[config.mk]
export PLATFORM = sky130hd
export DESIGN_NAME = control_lecturas_rafaga_mem_externa
export DESIGN_NICKNAME = d
export VERILOG_FILES = /design/src/rtl/control_lecturas_rafaga_mem_externa_pkg.sv /design/src/rtl/control_lecturas_rafaga_mem_externa_generador_direcciones_2d.sv /design/src/rtl/control_lecturas_rafaga_mem_externa.sv
export SDC_FILE = /design/constraint.sdc
export NUM_CORES = 1
export LEC_CHECK = 0
export ABC_AREA = 1
export CELL_PAD_IN_SITES_DETAIL_PLACEMENT = 0
export CELL_PAD_IN_SITES_GLOBAL_PLACEMENT = 1
export CORE_UTILIZATION = 30
export DETAILED_ROUTE_END_ITERATION = 12
export MAX_ROUTING_LAYER = met4
export PLACE_DENSITY = 0.73
export SLEW_MARGIN = 20
export SYNTH_ARGS = -nofsm -noshare
export SYNTH_HDL_FRONTEND = slang
export SYNTH_SLANG_ARGS = --single-unit
[constraint.sdc]
create_clock -name clk -period 2 [get_ports clk]
set_input_delay 0.4 -clock clk [delete_from_list [all_inputs] [get_ports clk]]
set_output_delay 0.4 -clock clk [all_outputs]
set_load 0.005 [all_outputs]
[src/rtl/control_lecturas_rafaga_mem_externa_pkg.sv]
// Shared FSM encoding, default widths and small helpers for the burst-read controller.
package control_lecturas_pkg;

  localparam int BITS_DIRECCION_DEF    = 21;
  localparam int BITS_CONTADOR_DEF     = 12;
  localparam int BYTES_POR_PALABRA_DEF = 4;
  localparam int MAX_PENDIENTES_DEF    = 4;
  localparam int BITS_ESPACIO_DEF      = 8;

  typedef enum logic [1:0] {
    E_INICIO = 2'd0,
    E_EMITIR = 2'd1,
    E_DRENAR = 2'd2,
    E_FIN    = 2'd3
  } estado_t;

  function automatic int max_int(input int a, input int b);
    return (a > b) ? a : b;
  endfunction

endpackage

[src/rtl/control_lecturas_rafaga_mem_externa_generador_direcciones_2d.sv]
// 2-D window address walker: latches base/pitch/dimensions on cargar_i and
// steps one word per avanzar_i, jumping to the next row start at end of row.
module generador_direcciones_2d
  import control_lecturas_pkg::*;
#(
  parameter int BITS_DIRECCION    = BITS_DIRECCION_DEF,
  parameter int BITS_CONTADOR     = BITS_CONTADOR_DEF,
  parameter int BYTES_POR_PALABRA = BYTES_POR_PALABRA_DEF
) (
  input  logic                      clk,
  input  logic                      reset_n,
  input  logic                      cargar_i,
  input  logic                      avanzar_i,
  input  logic [BITS_DIRECCION-1:0] direccion_inicio_i,
  input  logic [BITS_DIRECCION-1:0] paso_fila_i,
  input  logic [BITS_CONTADOR-1:0]  filas_i,
  input  logic [BITS_CONTADOR-1:0]  palabras_por_fila_i,
  output logic [BITS_DIRECCION-1:0] direccion_o,
  output logic                      ultima_palabra_o
);

  localparam logic [BITS_DIRECCION-1:0] INC_PALABRA = BITS_DIRECCION'(BYTES_POR_PALABRA);
  localparam logic [BITS_CONTADOR-1:0]  UNO         = BITS_CONTADOR'(1);

  logic [BITS_DIRECCION-1:0] base_fila_q, base_fila_d;
  logic [BITS_DIRECCION-1:0] direccion_q, direccion_d;
  logic [BITS_DIRECCION-1:0] paso_q;
  logic [BITS_CONTADOR-1:0]  col_q, col_d;
  logic [BITS_CONTADOR-1:0]  fila_q, fila_d;
  logic [BITS_CONTADOR-1:0]  ppf_q, filas_q;
  logic                      fin_columna;

  assign fin_columna      = (col_q == (ppf_q - UNO));
  assign ultima_palabra_o = fin_columna && (fila_q == (filas_q - UNO));
  assign direccion_o      = direccion_q;

  // All address arithmetic wraps naturally at BITS_DIRECCION.
  always_comb begin
    base_fila_d = base_fila_q;
    direccion_d = direccion_q;
    col_d       = col_q;
    fila_d      = fila_q;
    if (cargar_i) begin
      base_fila_d = direccion_inicio_i;
      direccion_d = direccion_inicio_i;
      col_d       = '0;
      fila_d      = '0;
    end else if (avanzar_i) begin
      if (fin_columna) begin
        col_d       = '0;
        fila_d      = fila_q + UNO;
        base_fila_d = base_fila_q + paso_q;
        direccion_d = base_fila_q + paso_q;
      end else begin
        col_d       = col_q + UNO;
        direccion_d = direccion_q + INC_PALABRA;
      end
    end
  end

  always_ff @(posedge clk or negedge reset_n) begin
    if (!reset_n) begin
      base_fila_q <= '0;
      direccion_q <= '0;
      paso_q      <= '0;
      col_q       <= '0;
      fila_q      <= '0;
      ppf_q       <= '0;
      filas_q     <= '0;
    end else begin
      base_fila_q <= base_fila_d;
      direccion_q <= direccion_d;
      col_q       <= col_d;
      fila_q      <= fila_d;
      if (cargar_i) begin
        paso_q  <= paso_fila_i;
        ppf_q   <= palabras_por_fila_i;
        filas_q <= filas_i;
      end
    end
  end

endmodule

[src/rtl/control_lecturas_rafaga_mem_externa.sv]
// Burst-read controller fetching a filas x palabras_por_fila window over an Avalon-style
// read port with credit flow control. Optional abort input: CONTROL_LECTURAS_ABORTAR_EN.
module control_lecturas_rafaga_mem_externa
  import control_lecturas_pkg::*;
#(
  parameter int BITS_DIRECCION    = BITS_DIRECCION_DEF,
  parameter int BITS_CONTADOR     = BITS_CONTADOR_DEF,
  parameter int BYTES_POR_PALABRA = BYTES_POR_PALABRA_DEF,
  parameter int MAX_PENDIENTES    = MAX_PENDIENTES_DEF,
  parameter int BITS_ESPACIO      = BITS_ESPACIO_DEF
) (
  input  logic                      clk,
  input  logic                      reset_n,
  input  logic                      iniciar,
  input  logic [BITS_DIRECCION-1:0] direccion_inicio,
  input  logic [BITS_CONTADOR-1:0]  filas,
  input  logic [BITS_CONTADOR-1:0]  palabras_por_fila,
  input  logic [BITS_DIRECCION-1:0] paso_fila,
  input  logic [BITS_ESPACIO-1:0]   buf_espacio_libre,
  input  logic                      mem_waitrequest,
  input  logic                      lectura_mem_completada,
`ifdef CONTROL_LECTURAS_ABORTAR_EN
  input  logic                      abortar,
`endif
  output logic                      read_mem,
  output logic [BITS_DIRECCION-1:0] address_mem,
  output logic                      save_mem_data,
  output logic                      ocupado,
  output logic                      fin,
  output logic                      error_respuesta
);

  localparam int BITS_PEND = $clog2(MAX_PENDIENTES + 1);
  localparam int BITS_CMP  = max_int(BITS_PEND, BITS_ESPACIO);
  localparam logic [BITS_PEND-1:0] PEND_MAX = BITS_PEND'(MAX_PENDIENTES);
  localparam logic [BITS_PEND-1:0] PEND_UNO = BITS_PEND'(1);

  estado_t                  estado_q;
  logic [BITS_PEND-1:0]     pendientes_q, pendientes_d;
  logic                     read_mem_q;
  logic                     fin_q;
  logic                     error_q;

  logic                     aceptada;
  logic                     decrementa;
  logic                     error_evento;
  logic                     puede_emitir;
  logic                     dims_validas;
  logic                     arranque;
  logic                     ultima_palabra;
  logic                     parar;
  logic [BITS_DIRECCION-1:0] direccion_gen;

  assign aceptada     = read_mem_q && !mem_waitrequest;
  assign decrementa   = lectura_mem_completada && (pendientes_q != '0);
  assign error_evento = lectura_mem_completada && (pendientes_q == '0);
  assign dims_validas = (filas != '0) && (palabras_por_fila != '0);
  assign arranque     = (estado_q == E_INICIO) && iniciar;

  always_comb begin
    pendientes_d = pendientes_q;
    if (aceptada && !decrementa)
      pendientes_d = pendientes_q + PEND_UNO;
    else if (!aceptada && decrementa)
      pendientes_d = pendientes_q - PEND_UNO;
  end

  // Issue rule looks at next-cycle occupancy so back-to-back requests stay within the credit.
  assign puede_emitir = (pendientes_d < PEND_MAX) &&
                        (BITS_CMP'(buf_espacio_libre) > BITS_CMP'(pendientes_d));

`ifdef CONTROL_LECTURAS_ABORTAR_EN
  logic aborto_q;

  // Remembers an abort seen while a request was still stalled.
  always_ff @(posedge clk or negedge reset_n) begin
    if (!reset_n)
      aborto_q <= 1'b0;
    else if (estado_q != E_EMITIR)
      aborto_q <= 1'b0;
    else if (abortar)
      aborto_q <= 1'b1;
  end

  assign parar = abortar || aborto_q;
`else
  assign parar = 1'b0;
`endif

  generador_direcciones_2d #(
    .BITS_DIRECCION    (BITS_DIRECCION),
    .BITS_CONTADOR     (BITS_CONTADOR),
    .BYTES_POR_PALABRA (BYTES_POR_PALABRA)
  ) u_generador (
    .clk                 (clk),
    .reset_n             (reset_n),
    .cargar_i            (arranque),
    .avanzar_i           (aceptada),
    .direccion_inicio_i  (direccion_inicio),
    .paso_fila_i         (paso_fila),
    .filas_i             (filas),
    .palabras_por_fila_i (palabras_por_fila),
    .direccion_o         (direccion_gen),
    .ultima_palabra_o    (ultima_palabra)
  );

  always_ff @(posedge clk or negedge reset_n) begin
    if (!reset_n) begin
      estado_q     <= E_INICIO;
      pendientes_q <= '0;
      read_mem_q   <= 1'b0;
      fin_q        <= 1'b0;
      error_q      <= 1'b0;
    end else begin
      pendientes_q <= pendientes_d;
      fin_q        <= 1'b0;
      if (error_evento)
        error_q <= 1'b1;
      case (estado_q)
        E_INICIO: begin
          if (iniciar) begin
            error_q <= 1'b0;
            if (dims_validas) begin
              estado_q   <= E_EMITIR;
              read_mem_q <= puede_emitir;
            end else begin
              estado_q <= E_FIN;
            end
          end
        end
        E_EMITIR: begin
          // A raised request is never withdrawn; decisions happen only when the port is free.
          if (aceptada) begin
            if (ultima_palabra || parar) begin
              read_mem_q <= 1'b0;
              estado_q   <= E_DRENAR;
            end else begin
              read_mem_q <= puede_emitir;
            end
          end else if (!read_mem_q) begin
            if (parar)
              estado_q <= E_DRENAR;
            else
              read_mem_q <= puede_emitir;
          end
        end
        E_DRENAR: begin
          if (pendientes_d == '0)
            estado_q <= E_FIN;
        end
        E_FIN: begin
          fin_q    <= 1'b1;
          estado_q <= E_INICIO;
        end
        default: estado_q <= E_INICIO;
      endcase
    end
  end

  assign read_mem        = read_mem_q;
  assign address_mem     = direccion_gen;
  assign save_mem_data   = lectura_mem_completada;
  assign ocupado         = (estado_q != E_INICIO);
  assign fin             = fin_q;
  assign error_respuesta = error_q;

endmodule

## Word level (Yosys, flattened, before mapping)

Cells that the tools add are included.

- Flip-flop bits (word level): 119

- Add/sub/neg operators: 8
- $lt $le $gt $ge: 2
- Equal/unequal tests: 10
- Muxes and demuxes: 30
- Reductions and logical operators: 25

Operator list:

| operator | number |
|---|---|
| 2-to-1 mux 21 bit | 6 |
| 2-to-1 mux 12 bit | 6 |
| adder 12 x 1 -> 12 bit, second input constant | 2 |
| equality test 12 bit | 2 |
| nonzero test 12 bit | 2 |
| subtractor 12 x 1 -> 12 bit, second input constant | 2 |
| adder 21 bit | 1 |
| adder 21 x 3 -> 21 bit, second input constant | 1 |
| 2-to-1 mux 2 bit | 5 |
| logical AND 1 bit | 9 |
| 2-to-1 mux 1 bit | 9 |
| > comparator 8 x 3 -> 1 bit | 1 |
| inequality test 2 bit, second input constant | 4 |
| one-hot mux 2 bit (4 select lines) | 1 |
| nonzero test 2 bit | 4 |
| zero test 3 bit | 2 |
| 2-to-1 mux 3 bit | 2 |
| equality test 2 bit, second input constant | 2 |
| AND reduction 4 bit | 1 |
| adder 3 x 1 -> 3 bit, second input constant | 1 |
| zero test 1 bit | 3 |
| less-than comparator 3 bit, second input constant | 1 |
| AND reduction 3 bit | 1 |
| nonzero test 3 bit | 1 |
| 6 further kinds | 6 |

## Logic depth before layout (Yosys ltp)

- Word-level depth: 11
- Gate-level depth with buffers: 19

## By module

From an unflattened synthesis, not the netlist that was laid out.

- Cell total of the unflattened synthesis: 1,191
- Area, all modules: 8,296.7 sq um

By module, submodules not included:

| module | instances | cells each | area an instance (sq um) |
|---|---|---|---|
| generador_direcciones_2d | 1 | 1,078 | 7,487.2 |
| control_lecturas_rafaga_mem_externa | 1 | 113 | 809.5 |

## Worst setup path before layout

OpenSTA, ideal clock, no wires.

- Kind: register to register
- Start point: reg pendientes_q[0]
- End point: reg read_mem_q, in the netlist read_mem
- Library setup time: 116 ps
- Data arrival time: 2,013 ps
- Required time: 1,884 ps
- Path slack: -129 ps
- Stages on the path, launching flop included: 20
- Path buffers: 0
- Clock period less this slack: 2,129 ps
- Cells stage by stage: dfrtp_1 > inv_1 > ha_1 > nand2_1 > nand2_1 > nor2_1 > nand2_1 > nand2_1 > nand2_1 > nand2_1 > inv_1 > ha_1 > a21oi_1 > o21ai_0 > nand2_1 > nand2_1 > o21ai_0 > a21oi_1 > nand2_1 > nand2_1

- Cells in the longest elaborated chain, start to end: 10
- Elaborated cells between the ends (all ways): 18
- Those cells by class: 2 x add/sub; 2 x order compare; 8 x mux; 6 x reduce/logical

Ends and longest elaborated chain:

| item | RTL line | source |
|---|---|---|
| start, declared | control_lecturas_rafaga_mem_externa.sv:39 | `logic [BITS_PEND-1:0] pendientes_q, pendientes_d;` |
| start signal, assigned | control_lecturas_rafaga_mem_externa.sv:115 | `pendientes_q <= pendientes_d;` |
| parallel branches: the longest is 4 deep, another holds subtractor 3 x 1 -> 3 bit | -- |  |
| 2-to-1 mux 3 bit (*) | control_lecturas_rafaga_mem_externa.sv:62 | `if (aceptada && !decrementa)` |
| named net pendientes_d[2] | control_lecturas_rafaga_mem_externa.sv:39 |  |
| > comparator 8 x 3 -> 1 bit / less-than comparator 3 bit (equally long branches) | control_lecturas_rafaga_mem_externa.sv:70, control_lecturas_rafaga_mem_externa.sv:69 |  |
| logical AND 1 bit (*) | control_lecturas_rafaga_mem_externa.sv:69 | `assign puede_emitir = (pendientes_d < PEND_MAX) &&` |
| 2-to-1 mux 1 bit, on equally long branches | control_lecturas_rafaga_mem_externa.sv:140, control_lecturas_rafaga_mem_externa.sv:123, control_lecturas_rafaga_mem_externa.sv:134 |  |
| 2-to-1 mux 1 bit, on equally long branches | control_lecturas_rafaga_mem_externa.sv:133, control_lecturas_rafaga_mem_externa.sv:121 |  |
| one-hot mux 1 bit (2 select lines) (*) | control_lecturas_rafaga_mem_externa.sv:119 | `case (estado_q)` |
| end signal, assigned | control_lecturas_rafaga_mem_externa.sv:125 | `read_mem_q <= puede_emitir;` |
| end signal, assigned | control_lecturas_rafaga_mem_externa.sv:138 | `read_mem_q <= puede_emitir;` |
| end signal, assigned | control_lecturas_rafaga_mem_externa.sv:144 | `read_mem_q <= puede_emitir;` |
| end, declared | control_lecturas_rafaga_mem_externa.sv:40 | `logic read_mem_q;` |

Mark *: on every way through the listed nets, which the timed path passes. The select of a mux whose other input is x is not followed.
A chain may end at the register's enable or synchronous reset.

## Worst setup path after layout

- Start point: reg u_generador.ppf_q[2]
- End point: reg u_generador.base_fila_q[7]

- Cells in the longest elaborated chain, start to end: 4

Ends and longest elaborated chain:

| item | RTL line | source |
|---|---|---|
| start, declared | control_lecturas_rafaga_mem_externa_generador_direcciones_2d.sv:30 | `logic [BITS_CONTADOR-1:0] ppf_q, filas_q;` |
| start signal, assigned | control_lecturas_rafaga_mem_externa_generador_direcciones_2d.sv:77 | `ppf_q <= palabras_por_fila_i;` |
| subtractor 12 x 1 -> 12 bit | control_lecturas_rafaga_mem_externa_generador_direcciones_2d.sv:33 | `assign fin_columna = (col_q == (ppf_q - UNO));` |
| equality test 12 bit | control_lecturas_rafaga_mem_externa_generador_direcciones_2d.sv:33 |  |
| nonzero test 2 bit (no line) | -- |  |
| AND reduction 2 bit (no line) | -- |  |
| end signal, assigned | control_lecturas_rafaga_mem_externa_generador_direcciones_2d.sv:71 | `base_fila_q <= base_fila_d;` |
| end, declared | control_lecturas_rafaga_mem_externa_generador_direcciones_2d.sv:25 | `logic [BITS_DIRECCION-1:0] base_fila_q, base_fila_d;` |

No other way between the ends.

==> impl_metrics.env <==
export IMPL_synth_seq_cells=119
export IMPL_p_leak_uw=0.00617
export IMPL_drtPass1Iterations=5
export IMPL_clkTransAtPathRegs_ns=0.06
export IMPL_grt_max_degree=70
export IMPL_endpoint_kind="register"
export IMPL_io_pin_count=105
export IMPL_switching_power_uw=9550
export IMPL_cts_buffer_depth=2
export IMPL_fin_nets=1602
export IMPL_min_period_ns=2.13
export IMPL_crit_family="simple AND/OR/NAND/NOR gates"
export IMPL_vdd_drop_max_mv=0.701
export IMPL_hold_slack_ns=0.476
export IMPL_critPathArrivalTime_ns=2.45
export IMPL_ant_nets=0
export IMPL_initial_core_util_pct=30.6
export IMPL_vias_per_cell=4.67
export IMPL_cp_required_ns=2.32
export IMPL_cts_tree="built"
export IMPL_htree_levels=4
export IMPL_clockPowerShare_pct=15.0
export IMPL_dp_cells=1784
export IMPL_drive_gt1_share_pct=26.8
export IMPL_worst_path_buf_inv=2
export IMPL_n_antenna_cell=0
export IMPL_finalHoldViolCount=0
export IMPL_finalWirelength_um=25800
export IMPL_p_per_area_nw_per_um2=1680
export IMPL_rsz0062_at_grt="true"
export IMPL_syn_nets=1343
export IMPL_die_w_um=167
export IMPL_root_buffer="clkbuf_16"
export IMPL_async_reset_ff_share_pct=100
export IMPL_grt_usage_pct=19.5
export IMPL_synth_area_um2=8210
export IMPL_portBuffers=104
export IMPL_rows=60
export IMPL_grt_pass1_wl_um=42400
export IMPL_seqPwrFrac_pct=21.4
export IMPL_maxCapViolCount=0
export IMPL_drcViolationCount=0
export IMPL_r2r_start="u_generador.ppf_q[2]"
export IMPL_fillers=2627
export IMPL_critPathLaunchType="register"
export IMPL_gr_total_overflow=0
export IMPL_p_sw_share_pct=45.2
export IMPL_slew_headroom_pct=54.9
export IMPL_place_congestion=0.865
export IMPL_core_area_um2=26900
export IMPL_crit_path_max_fanout=7
export IMPL_crit_path_start="u_generador.ppf_q[2]"
export IMPL_p_int_uw=11600
export IMPL_violations="setup timing"
export IMPL_dp_hpwl_um=19000
export IMPL_synth_edff_count=0
export IMPL_cp_slowest_cell="dfrtp_2"
export IMPL_yosysSeqAreaShare_pct=36.3
export IMPL_avgSynthCellArea_um2=6.69
export IMPL_hp_start="u_generador.base_fila_q[16]"
export IMPL_path_class="register to register"
export IMPL_post_dp_cell_area_um2=10800
export IMPL_fin_area_um2=12600
export IMPL_clkLatencyLatePin_ns=0.43
export IMPL_clkSinkCount=119
export IMPL_cp_cell_sequence="nor2_2 -> nand2_1 -> o21ai_2 -> nand3_2 -> nand2_2 -> nor2_4 -> nand3_4 -> nand2_4 -> nand2_8 -> clkinv_8 -> clkbuf_16 -> o21a_1"
export IMPL_syn_to_final_growth_pct=53.5
export IMPL_ys_flop_type="dfrtp_1"
export IMPL_clock_skew_ns=0.00939
export IMPL_run_status="finished with violations"
export IMPL_via_count=8595
export IMPL_dieArea_um2=28000
export IMPL_timing_final_ws_setup_ns=-0.131
export IMPL_fin_crit_sh_pct=107
export IMPL_hold_class="register to register"
export IMPL_wl_per_cell_um=14.0
export IMPL_fp_dieH_um=167
export IMPL_ys_warn_count=0
export IMPL_syn_inst=1227
export IMPL_drt_iter0_drc=498
export IMPL_grt_pass1_vias=8376
export IMPL_synthDistinctLibCells=38
export IMPL_cts_buffers=17
export IMPL_setup_viol=57
export IMPL_tightest_slew_ns=0.671
export IMPL_final_cells=1840
export IMPL_antenna_found_initial=0
export IMPL_pwr_share_comb_pct=63.6
export IMPL_max_clock_freq_mhz=469
export IMPL_slew_viol_final=0
export IMPL_max_stage_delay_ns=0.44
## Yosys cell counts, types with 6 or more instances
cell / count / share of area, %
inv_1: 154 / 7.0
clkbuf_1: 17 / 0.78
o22ai_1: 10 / 0.76
a21oi_1: 39 / 2.4
nor3_1: 15 / 0.91
nand2_1: 436 / 20
nand3_1: 91 / 5.5
ha_1: 36 / 5.5
dfrtp_1: 119 / 36
xor2_1: 32 / 3.4
nor2_1: 115 / 5.3
xnor2_1: 10 / 1.1
buf_2: 7 / 0.43
o21ai_0: 67 / 4.1
nand4_1: 22 / 1.7
nor4_1: 6 / 0.46
## kinds of logic after synthesis
logic type,count (synthesis),share of synthesized area [%]
buf+inv,189,8.97
fa+ha+maj,37,5.73
simple gates,700,35.2
xor+xnor,42,4.48
compound gates,140,9.38
flops,119,36.3
## per-layer routing
metal / track usage, % / vias up / routed length, um
li1: - / 4425 / -
met2: 33.2 / 140 / 12900
met4: 4.43 / 0 / 335
met5: - / - / 0
met1: 24.1 / 4006 / 11700
met3: 3.12 / 24 / 903
## power by group through the flow
stage	clock network (uW)	logic [uW]	registers, uW
floorplan	0	6480	4210
global placement	0	10800	4420
detailed placement	0	10900	4410
CTS	3220	12400	4480
global route	3330	15000	4670
finish	3160	13400	4530
## registers in the layout, summed over array words and instances, names as in the netlist, 3 cells and up
signal / count
u_generador.base_fila_q: 21
pendientes_q: 3
u_generador.fila_q: 12
u_generador.filas_q: 12
u_generador.paso_q: 21
u_generador.direccion_o: 21
u_generador.col_q: 12
u_generador.ppf_q: 12
## cells in the final DEF (no fill, tap or decap), drive strengths merged, types with 2 or more instances in the layout
master,netlist,final
a21boi,2,2
a21o,5,5
a21oi,39,39
a22oi,2,2
buf,15,166
bufinv,0,3
clkbuf,17,20
clkdlybuf4s50,0,102
clkinv,0,7
clkinvlp,0,3
dfrtp,119,119
ha,36,36
inv,157,157
nand2,438,439
nand3,92,92
nand3b,2,2
nand4,22,22
nor2,120,120
nor3,15,15
nor4,6,6
o211ai,5,5
o21a,5,5
o21ai,68,68
o21bai,3,3
o22ai,10,10
or2,3,3
xnor2,10,10
xor2,32,32
## stage by stage
step / util [%] / TNS (ns) / setup WS, ns / total power, uW
CTS: 45.1 / -3.66 / -0.103 / 20100
finish: 46.9 / -3.69 / -0.131 / 21100
global route: 46.9 / -12.24 / -0.254 / 23000
global placement: 40.0 / -12.89 / -0.470 / 15300
detailed placement: 40.0 / -16.24 / -0.531 / 15400
floorplan: - / -0.0346 / -0.0346 / 10700
## final cells by class
class / count / area (um2) / share of cell area, %
Multi-Input combinational cell: 920 / 5470 / 43.4
Sequential cell: 119 / 2980 / 23.7
Timing Repair Buffer: 271 / 2530 / 20.1
Inverter: 157 / 609 / 4.83
Clock buffer: 19 / 433 / 3.43
Tap cell: 341 / 427 / 3.38
Clock inverter: 13 / 155 / 1.23
## tightest hold or removal path, stage by stage (launching register included)
cell and delay, ns:
dfrtp_1 0.34, nand2_1 0.05, nand2_1 0.05
## final timing paths
| path | to | slack, ns | cells past startpoint |
|---|---|---|---|
| setup / recovery | u_generador.base_fila_q[7] | -0.13 | 12 |
| hold / removal | u_generador.base_fila_q[16] | 0.48 | 2 |
| max in group asynchronous | u_generador.ppf_q[5] | 1.10 | 3 |
| hold reg to reg | u_generador.base_fila_q[16] | 0.48 | 2 |
| min in group asynchronous | u_generador.filas_q[3] | 0.51 | 3 |
| setup reg to reg | u_generador.base_fila_q[7] | -0.13 | 12 |
## timing repair
item | 4_1_cts | 5_1_grt
cloned | 5 | 1
endpoints found under the setup margin | 70 | 69
pin swaps | 55 | 71
resized for setup | 144 | 145
buffers inserted | 17 | 4
endpoints found under the hold margin | 41 | 0
hold buffers | 1 | 0
No activity file was read; power rests on OpenSTA's default activity.
